===== src/rtl/mem_serial_sequencer.sv =====
// Serial command sequencer in front of the memory array under test.
// Frames arrive as SERIAL_BITS-wide chunks, LSB chunk first:
//   header (bit0 = write), NA address chunks, ND data chunks (writes only).
// Writes are framed by PRE/POST guard cycles so latch-based storage sees a
// stable address and data around the single-cycle write strobe.
// Reads wait READ_LATENCY cycles, capture mem_rdata and stream it back
// over a valid/ready chunk channel.
module mem_serial_sequencer #(
   parameter int ADDR_BITS      = 4,
   parameter int DATA_BITS      = 8,
   parameter int SERIAL_BITS    = 4,
   parameter int PRE_POST_DELAY = 1,
   parameter int READ_LATENCY   = 1
) (
   input  logic                   clk,
   input  logic                   reset,
   input  logic [SERIAL_BITS-1:0] in_data,
   input  logic                   in_valid,
   output logic                   in_ready,
   output logic [SERIAL_BITS-1:0] out_data,
   output logic                   out_valid,
   input  logic                   out_ready,
   output logic [ADDR_BITS-1:0]   mem_addr,
   output logic [DATA_BITS-1:0]   mem_wdata,
   output logic                   mem_we,
   input  logic [DATA_BITS-1:0]   mem_rdata,
   output logic                   busy
);

   localparam int NA   = (ADDR_BITS + SERIAL_BITS - 1) / SERIAL_BITS;
   localparam int ND   = (DATA_BITS + SERIAL_BITS - 1) / SERIAL_BITS;
   localparam int NMAX = (NA > ND) ? NA : ND;
   // One shift register serves address assembly, data assembly and readout.
   localparam int SW   = NMAX * SERIAL_BITS;
   localparam int CMAX0 = (NMAX > PRE_POST_DELAY) ? NMAX : PRE_POST_DELAY;
   localparam int CMAX  = (CMAX0 > READ_LATENCY) ? CMAX0 : READ_LATENCY;
   localparam int CW    = $clog2(CMAX + 1);

   typedef enum logic [2:0] {
      S_IDLE, S_ADDR, S_WDATA, S_PRE, S_WRITE, S_POST, S_RWAIT, S_ROUT
   } state_t;

   state_t                state_q, state_d;
   logic [CW-1:0]         cnt_q, cnt_d;
   logic [SW-1:0]         ser_q, ser_d;
   logic                  is_write_q, is_write_d;
   logic [ADDR_BITS-1:0]  addr_q, addr_d;
   logic [DATA_BITS-1:0]  wdata_q, wdata_d;
   logic                  in_ready_q, out_valid_q, mem_we_q, busy_q;

   logic                  in_acc;
   logic                  out_acc;
   logic [SW-1:0]         ser_in;

   assign in_acc  = in_valid & in_ready_q;
   assign out_acc = out_valid_q & out_ready;
   // New chunk enters at the top; after k chunks the field sits in the top k chunks.
   assign ser_in  = (ser_q >> SERIAL_BITS) | (SW'(in_data) << (SW - SERIAL_BITS));

   // Next-state, counter and datapath decisions for the frame sequencer.
   always_comb begin
      // NOTE: every variable gets a default first so no path leaves one unassigned (no latch).
      state_d    = state_q;
      cnt_d      = cnt_q;
      ser_d      = ser_q;
      is_write_d = is_write_q;
      addr_d     = addr_q;
      wdata_d    = wdata_q;
      unique case (state_q)
         S_IDLE: begin
            if (in_acc) begin
               is_write_d = in_data[0];
               cnt_d      = '0;
               ser_d      = '0;
               state_d    = S_ADDR;
            end
         end
         S_ADDR: begin
            if (in_acc) begin
               if (int'(cnt_q) == NA - 1) begin
                  addr_d  = ADDR_BITS'(ser_in >> (SW - NA * SERIAL_BITS));
                  cnt_d   = '0;
                  ser_d   = '0;
                  state_d = is_write_q ? S_WDATA : S_RWAIT;
               end else begin
                  ser_d = ser_in;
                  cnt_d = cnt_q + CW'(1);
               end
            end
         end
         S_WDATA: begin
            if (in_acc) begin
               if (int'(cnt_q) == ND - 1) begin
                  wdata_d = DATA_BITS'(ser_in >> (SW - ND * SERIAL_BITS));
                  cnt_d   = '0;
                  ser_d   = '0;
                  state_d = (PRE_POST_DELAY == 0) ? S_WRITE : S_PRE;
               end else begin
                  ser_d = ser_in;
                  cnt_d = cnt_q + CW'(1);
               end
            end
         end
         S_PRE: begin
            if (int'(cnt_q) == PRE_POST_DELAY - 1) begin
               cnt_d   = '0;
               state_d = S_WRITE;
            end else begin
               cnt_d = cnt_q + CW'(1);
            end
         end
         S_WRITE: begin
            state_d = (PRE_POST_DELAY == 0) ? S_IDLE : S_POST;
         end
         S_POST: begin
            if (int'(cnt_q) == PRE_POST_DELAY - 1) begin
               cnt_d   = '0;
               state_d = S_IDLE;
            end else begin
               cnt_d = cnt_q + CW'(1);
            end
         end
         S_RWAIT: begin
            if (int'(cnt_q) == READ_LATENCY - 1) begin
               ser_d   = SW'(mem_rdata);
               cnt_d   = '0;
               state_d = S_ROUT;
            end else begin
               cnt_d = cnt_q + CW'(1);
            end
         end
         S_ROUT: begin
            if (out_acc) begin
               // Zero fill from the top drives excess bits of the last chunk low.
               ser_d = ser_q >> SERIAL_BITS;
               if (int'(cnt_q) == ND - 1) begin
                  cnt_d   = '0;
                  state_d = S_IDLE;
               end else begin
                  cnt_d = cnt_q + CW'(1);
               end
            end
         end
         default: state_d = S_IDLE;
      endcase
   end

   // State, datapath and registered outputs; outputs decode the next state so they change with it.
   always_ff @(posedge clk or posedge reset) begin
      if (reset) begin
         state_q     <= S_IDLE;
         cnt_q       <= '0;
         ser_q       <= '0;
         is_write_q  <= 1'b0;
         addr_q      <= '0;
         wdata_q     <= '0;
         in_ready_q  <= 1'b1;
         out_valid_q <= 1'b0;
         mem_we_q    <= 1'b0;
         busy_q      <= 1'b0;
      end else begin
         // NOTE: non-blocking so every register samples the pre-edge values together.
         state_q     <= state_d;
         cnt_q       <= cnt_d;
         ser_q       <= ser_d;
         is_write_q  <= is_write_d;
         addr_q      <= addr_d;
         wdata_q     <= wdata_d;
         in_ready_q  <= (state_d == S_IDLE) || (state_d == S_ADDR) || (state_d == S_WDATA);
         out_valid_q <= (state_d == S_ROUT);
         mem_we_q    <= (state_d == S_WRITE);
         busy_q      <= (state_d != S_IDLE);
      end
   end

   assign in_ready  = in_ready_q;
   assign out_valid = out_valid_q;
   assign out_data  = ser_q[SERIAL_BITS-1:0];
   assign mem_addr  = addr_q;
   assign mem_wdata = wdata_q;
   assign mem_we    = mem_we_q;
   assign busy      = busy_q;

endmodule


===== config.mk =====
export PLATFORM = sky130hd
export DESIGN_NAME = mem_serial_sequencer
export DESIGN_NICKNAME = d
export VERILOG_FILES = /design/src/rtl/mem_serial_sequencer.sv
export SDC_FILE = /design/constraint.sdc
export NUM_CORES = 1
export LEC_CHECK = 0
export CAP_MARGIN = 30
export CORE_UTILIZATION = 40
export CTS_BUF_LIST = sky130_fd_sc_hd__clkbuf_8
export CTS_CLUSTER_DIAMETER = 30
export DETAILED_ROUTE_END_ITERATION = 16
export HOLD_SLACK_MARGIN = 0.02
export PLACE_DENSITY = 0.66
export SLEW_MARGIN = 20
export SYNTH_ARGS = -nofsm -noshare
export SYNTH_HDL_FRONTEND = slang
export SYNTH_SLANG_ARGS = --single-unit

===== constraint.sdc =====
create_clock -name clk -period 4.3 [get_ports clk]
set_input_delay 0.86 -clock clk [delete_from_list [all_inputs] [get_ports clk]]
set_output_delay 0.86 -clock clk [all_outputs]
set_load 0.05 [all_outputs]

=== Word level (Yosys, flattened, before mapping) ===
Index checks and enable logic that the tools add are counted.

* Register bits after elaboration: 30
* Word-level logic and storage cells: 72
* Input bits: 16
* Output and inout port bits: 20

* Add/sub/neg operators: 1
* Equal/unequal tests: 17
* Bitwise logic cells: 3
* Muxes and demuxes: 27
* Reductions and logical operators: 14

{| class="wikitable"
|+ Operators with widths
! operator !! number
|-
| $mux 8 || 7
|-
| $pmux 8 s5 || 1
|-
| $mux 3 || 11
|-
| $pmux 3 s8 || 1
|-
| $eq 3x3->1 const B || 6
|-
| $mux 2 || 6
|-
| $ne 2x2->1 const B || 5
|-
| $pmux 2 s5 || 1
|-
| $reduce_bool 5->1 || 2
|-
| $eq 3x2->1 const B || 3
|-
| $or 4x8->8 || 1
|-
| $eq 3x1->1 const B || 2
|-
| $logic_not 3->1 || 2
|-
| $reduce_and 3->1 || 2
|-
| $reduce_and 6->1 || 1
|-
| $reduce_and 5->1 || 1
|-
| $reduce_bool 3->1 || 1
|-
| $reduce_or 3->1 || 1
|-
| $add 2x1->2 const B || 1
|-
| $and 1x1->1 || 2
|-
| $eq 2x2->1 const B || 1
|-
| $logic_not 2->1 || 1
|-
| $logic_or 1x1->1 || 2
|-
| $reduce_and 2->1 || 1
|}

=== Depth between registers and ports, before layout ===
* Word-level depth: 7
* Depth in mapped cells: 8
* Gate-level depth less buffers: 6

=== Worst setup path before layout ===
OpenSTA, ideal clock, no wires.

* Path kind: input-to-reg
* Start point: input out_ready
* End point: register busy_q (netlist: busy)
* Setup time: 139 ps
* Data arrival time: 2117 ps
* Stages on the path: 4
* Path slack: 2044 ps
* Required time: 4161 ps
* Path buffers: 0
* Path through: and2_1 > a21oi_1 > or4_4 > or4b_1

* Cells in the longest elaborated chain, start to end: 4

{| class="wikitable"
|+ Ends and longest elaborated chain
! element !! line !! text
|-
| from (decl) || 22 || <nowiki>input logic out_ready,</nowiki>
|-
| $and 1x1->1 || 56 || <nowiki>assign out_acc = out_valid_q & out_ready;</nowiki>
|-
| $mux 3 || 133 || <nowiki>if (out_acc) begin</nowiki>
|-
| $pmux 3 s8 || 69 || <nowiki>unique case (state_q)</nowiki>
|-
| $reduce_bool 3->1 || 172 || <nowiki>busy_q <= (state_d != S_IDLE);</nowiki>
|-
| to (signal assigned) || 172 ||
|-
| to (decl) || 49 || <nowiki>logic in_ready_q, out_valid_q, mem_we_q, busy_q;</nowiki>
|}

No other way between the ends.
A chain may end at the register's enable or synchronous reset.

=== Worst setup path after layout ===
* Start point: input in_valid
* End point: register busy_q (netlist: busy)

* Cells in the longest elaborated chain, start to end: 4
* Elaborated cells on any way between the ends: 6
* Classes of those cells: mux (4); bitwise (1); reduce/logical (1)

{| class="wikitable"
|+ Ends and longest elaborated chain
! element !! line !! text
|-
| from (decl) || 18 || <nowiki>input logic in_valid,</nowiki>
|-
| $and 1x1->1 * || 55 || <nowiki>assign in_acc = in_valid & in_ready_q;</nowiki>
|-
| $mux 3 (on tied branches) || 92, 71, 79 ||
|-
| $pmux 3 s8 * || 69 ||
|-
| $reduce_bool 3->1 * || 172 ||
|}

Every way passes the cells marked *; elsewhere a longest branch is shown, timed or not.

==> implementation parameters <==
Parameter                              Value

Outcome
  Outcome ... complete, no violations

Synth
  Gate count after technology mapping ... 140
  Fraction of synthesis flops using an asynchronous set or reset pin ... 100%
  Yosys warning total ... 0
  Most used standard cell by instance count after synthesis ... dfrtp_1
  Synth top cells by count ... dfrtp_1 (29), mux2_2 (13), o2bb2ai_1 (8)
  Number of flops mapped to enable cells by yosys ... 0
  Number of synthesized register bits ... 30
  Synthesized area ... 0.00156 mm2
  Number of distinct standard cells referenced by the synthesized netlist ... 43
  Post-synthesis cell type with the largest combined area ... dfrtp_1
  Commonest register cell after synthesis ... dfrtp_1
  Average size of a mapped cell ... 11.2 um2
  Sequential share of the synthesized area ... 48.1%
  Share of Yosys cell area claimed by the top area cell type ... 46.4%
  Net count after synthesis ... 159
  Synth area leaders ... dfrtp_1 (46%), mux2_2 (9.4%), o2bb2ai_1 (4.5%)

CTS
  Hold Buf Count CTS ... 0
  Max Buffers Root-to-Sink ... 2
  Number of buffers created by CTS ... 5
  Post-CTS Setup Inserts ... 0
  Clock Latency Late Sink ... 0.28 ns
  Number of resized instances in the post-cts repair step ... 0
  Clock transition at path regs ... 0.07 ns
  Clock root buffer ... clkbuf_8
  Total number of clock tree sinks ... 30
  TritonCTS clock tree ... built
  Number of H-tree levels ... 2

Timing
  Tightest Pin Transition ... 0.708 ns
  Final worst path period share ... 60.4%
  Setup repair after global routing missed its margin ... no
  Setup violators final ... 0
  Top achievable clock speed ... 0.385 GHz
  Clock tree skew after final layout ... 0.00337 ns
  Number of pins with negative max-slew slack in the final report ... 0
  Final Critical Period ... 2.60 ns
  Final Hold Slack ... 0.488 ns
  Post-layout worst setup margin ... 1.70 ns
  Aggregate negative setup slack ... 0 ns
  Normalized max-slew margin ... 52.8%
  Final hold viol count ... 0

Floorplanning
  DIE AREA ... 0.00416 mm2
  Starting density of the core ... 42.1%
  Die Y-Extent ... 64.5 um
  FP Rows ... 22
  Core ar. ... 0.00372 mm2
  Chip width ... 64.5 um
  Number of top-level design ports ... 36

Pwr
  Power per standard cell area ... 680 mW/mm2
  Leak pwr ... 0.888 nW
  Post-route total power ... 1.39 mW
  Worst ir drop on vdd ... 463 uV

Setup path
  Data required time of the critical path ... 4.46 ns
  Path type of the worst setup path ... input port to flip-flop
  Arr. time, crit path ... 2.75 ns
  Endpoint class of the critical path ... flip-flop
  Worst setup path start ... in_valid
  Logic depth of the worst register-to-register path ... 4
  Largest fanout on the critical path ... 4
  Critical Path Start Type ... input port
  R2r endpoint ... busy
  Source of the worst register-to-register timing path ... state_q[2]
  Slack of the worst reg-to-reg path ... 1.93 ns

Routing
  Total wire length after detailed routing ... 3480 um
  Antenna Nets Post-Route ... 0
  Total iterations of the first detailed-routing run ... 4
  Number of DRC markers in iteration 0 ... 100
  Via count ... 1254
  Routed via count divided by cell count ... 5.65
  Number of remaining DRC errors ... 0
  Per-cell routed wire length ... 15.7 um

Layout
  Count of fill cells added during filler insertion ... 343
  Fraction of layout cells with a size suffix above 1 ... 16.7%
  Count of nets after finishing ... 192
  Antenna fix cells ... 0
  Synthesis-to-finish area growth ... 31.1%
  Number of standard cells in the final layout excluding fillers ... 222

GRT
  Vias in the first global route ... 1271
  Initial antenna violation count ... 0
  Largest net degree at the start of global routing ... 25
  Overall global routing resource usage ... 19.2%
  Global route overflow ... 0
  Wire length of the first global-routing pass ... 5910 um

Place
  Post-placement worst setup slack ... 1.42 ns
  HPWL reported at the end of detailed placement ... 2580 um
  Final Wtd Congestion ... 0.807
  Placed insts ... 214
  Number of I/O port buffers ... 35

Hold path
  Hold Crit Class ... flip-flop to flip-flop
  Worst min-delay path endpoint ... ser_q[3]
  Launch instance of the worst min-delay path ... ser_q[3]
  Worst hold path depth ... 1

Run
  Max-cap viol count ... 0
[worst max path at each step]
| stage | to | slack [ns] | cells after the start |
|---|---|---|---|
| floorplan | busy | 2.04 | 4 |
| global placement | busy | 1.47 | 5 |
| detailed placement | busy | 1.42 | 5 |
| CTS | busy | 1.72 | 5 |
| global route | busy | 1.64 | 5 |
| finish | busy | 1.70 | 5 |
[layout by cell type, fill, tap and decap left out, types with 2 or more instances in the layout]
| cell type | n |
|---|---|
| nand3_1 | 4 |
| clkbuf_8 | 6 |
| a21oi_1 | 6 |
| or4b_1 | 2 |
| clkdlybuf4s50_1 | 35 |
| o2bb2ai_1 | 8 |
| or3_1 | 2 |
| o21ai_0 | 4 |
| nor3_1 | 2 |
| nor2b_1 | 4 |
| mux2_2 | 13 |
| dfrtp_1 | 29 |
| a22o_1 | 2 |
| nand2_1 | 6 |
| nor2_1 | 6 |
| ha_1 | 3 |
| o31ai_1 | 2 |
| inv_1 | 5 |
| a22oi_1 | 4 |
| a21o_1 | 4 |
| a222oi_1 | 4 |
[state kept, by name (all words and copies together), names as in the netlist]
signal,count
ser_q,8
is_write_q,1
mem_we,1
out_valid,1
mem_wdata,8
cnt_q,2
state_q,3
mem_addr,4
in_ready,1
busy,1
[power breakdown]
| part | internal [mW] | switching, mW |
|---|---|---|
| clock | 0.128 | 0.110 |
| combinational | 0.276 | 0.396 |
| sequential | 0.372 | 0.110 |
[metrics by stage]
step | util, % | cell area [um2]
finish | 55.1 | 2050
global route | 55.1 | 2050
CTS | 55.1 | 2050
detailed placement | 52.6 | 1950
global placement | 51.8 | 1930
floorplan | - | 1560
[cell type report]
type | instances | area [um2] | share of cell area [%]
flip-flops and latches | 30 | 752 | 36.7
multi-input cells | 94 | 741 | 36.2
repair buffers | 36 | 378 | 18.4
clock buffers | 6 | 82.6 | 4.03
well taps | 48 | 60.1 | 2.93
inverters | 6 | 22.5 | 1.10
clock inverters | 2 | 12.5 | 0.611
[critical path, cell delays in order]
cell,delay (ns)
clkdlybuf4s50_1,0.54
a21o_1,0.20
a311oi_1,0.12
or4_4,0.52
or4b_1,0.51
[cell families after synthesis]
kind of cell / after synthesis / share of synthesized area (%)
adders and majority gates: 3 / 2.40
muxes: 14 / 10.0
DFF: 30 / 48.1
buffers and inverters: 16 / 4.48
and+or+nand+nor: 36 / 15.0
AOI/OAI and AO/OA: 41 / 20.0
[per-layer routing]
metal  global-route usage (%)  share of wire, %  up-vias  wire length [um]
met2                     28.4                46       37              1600
met4                     9.44               2.2        0                76
met3                     7.39               5.8        9               202
met1                     24.4                46      614              1600
met5                        0                 0        -                 0
li1                         -                 -      594                 -
(Power assumes the default switching activity.)
==> RTL edit, RTL diff (same flow settings) <==
Reset style: synchronous (`reset`), changed in one clocked block.
--- a/src/rtl/mem_serial_sequencer.sv
+++ b/src/rtl/mem_serial_sequencer.sv
@@ -146,7 +146,7 @@
    end
 
    // State, datapath and registered outputs; outputs decode the next state so they change with it.
-   always_ff @(posedge clk or posedge reset) begin
+   always_ff @(posedge clk) begin
       if (reset) begin
          state_q     <= S_IDLE;
          cnt_q       <= '0;
Check against the original RTL: differs if reset is asserted again (counterexample within 4 cycles, from zero or initial values and one cycle with reset high); with reset held inactive, the same outputs for 10 cycles.
==> RTL edit against the unedited design <==
Worst setup slack got worse by 0.22 ns. Sequential cell count did not move. Sequential share of layout area down 8.1 points. Count of clock-buffer cells in the layout is the same. Non-clock buffer count did not move. Critical endpoint is now out_valid$_SDFF_PP0_. Cell area increased by 2.4%. Via count up 16%. Routed wire length grew 12%. Area after synthesis grew 5.6%.
Power is not compared: it rests on default switching activity, and its combinational part moved more than twofold at a synthesized area within 25%.
==> RTL edit: results (changes against the unedited design) <==
stage,metric,value,unit,change
power_and_ir_drop,Final Power,701,uW,
sta,Final Skew,0.00452,ns,+0.00116 ns
route,metal2 WL,1.79,mm,+12%
route,DRT iter0 DRCs,89,,-11%
route,metal3 WL,258,microns,+28%
sta,fraction of the cycle the final worst path needs,0.656,,+0.0520
finish,Layout Cells excl Fill,260,,+17%
hold_path,hold path start,mem_wdata[3]$_SDFFE_PP0P_,,
setup_path,crit path max fanout,24,,+20
setup_path,Reg2Reg Setup Slack,1.48,ns,-0.45 ns
global_route,met2 usage,0.296,,+0.0117
finish,# nets final,234,,+22%
logic_synthesis,Yosys cell types,49,,+14%
logic_synthesis,post-synthesis mux area share,0.0849,,-0.0152
setup_path,reg2reg start,state_q[2]$_SDFF_PP0_,,
setup_path,Critical Path AT,3.01,ns,+0.26 ns
clock_tree,root buffer cell,clkbuf_8,,
logic_synthesis,Synth Area in Compound Gates,0.213,,+0.0129
clock_tree,Post CTS Setup Buffer Count,0,,unchanged
setup_path,Critical Path End,out_valid$_SDFF_PP0_,,
global_route,vias in the first global route,1376,,+8.3%
logic_synthesis,Post-Synth Adder-Cell Area,0.0531,,+0.0291
global_route,initial antenna violation count,0,,unchanged
sta,final hold slack,0.494,ns,+0.00588 ns
hold_path,WHS Endpoint,mem_wdata[3]$_SDFFE_PP0P_,,
place,Post-Place Cells,252,,+18%
setup_path,CP startpoint kind,flip-flop,,
finish,layout cell share with drive strength beyond 1,0.0849,,-0.0818
sta,Slew HR,0.462,,-0.0657
global_route,first-pass GRT wire length,6.44,mm,+8.9%
place,"Cell Area, Placed",2000,sq um,+2.5%
logic_synthesis,Synth area leaders,"dfxtp_1, mux2i_1, nor2_1",,
place,gpl congestion,0.908,,+13%
logic_synthesis,register area share after synthesis,0.364,,-0.117
logic_synthesis,asr flop ratio synth,0,,-1.00
logic_synthesis,Post-Syn Nets,203,,+28%
status,status,"finished, final reports clean",,
route,Routed met1 length,1.78,mm,+11%
place,detailed placement HPWL,2.82,mm,+9.1%
setup_path,r2r worst-path depth,7,,+3
global_route,GRT Util Overall,0.197,,+0.00525
place,pre-CTS WS,1.42,ns,-0.00554 ns
global_route,met1 GRT Util,0.259,,+0.0145
logic_synthesis,xor-xnor portion of the synthesized cell area,0.0106,,+0.0106
global_route,M3 GR Usage,0.0621,,-0.0119
route,DRT Wirelength,3.91,mm,+12%
RTL edit: cell types whose count changed after synthesis, moves of 4 or more:
cell	unedited run	this run
a22oi_1	4	8
mux2_2	13	0
nor2_1	6	29
dfrtp_1	29	0
a222oi_1	4	0
mux2i_1	1	14
o2bb2ai_1	8	0
dfxtp_1	0	30
a22o_1	2	9
ha_1	3	7
RTL edit: critical path: stages, from the launching register on:
cell	delay, ns
dfxtp_1	0.85
clkinv_1	0.36
ha_1	0.30
or3_1	0.38
a21oi_1	0.26
o21ai_1	0.13
and2_1	0.23
nor4_2	0.22
RTL edit: area by class of cell:
type,instances,area [sq um]
tap,48,60.1
clock buffer,6,82.6
timing repair buffer,36,365
fill,353,1700
sequential,30,601
multi-input combinational,133,957
clock inverter,2,12.5
inverter,5,18.8
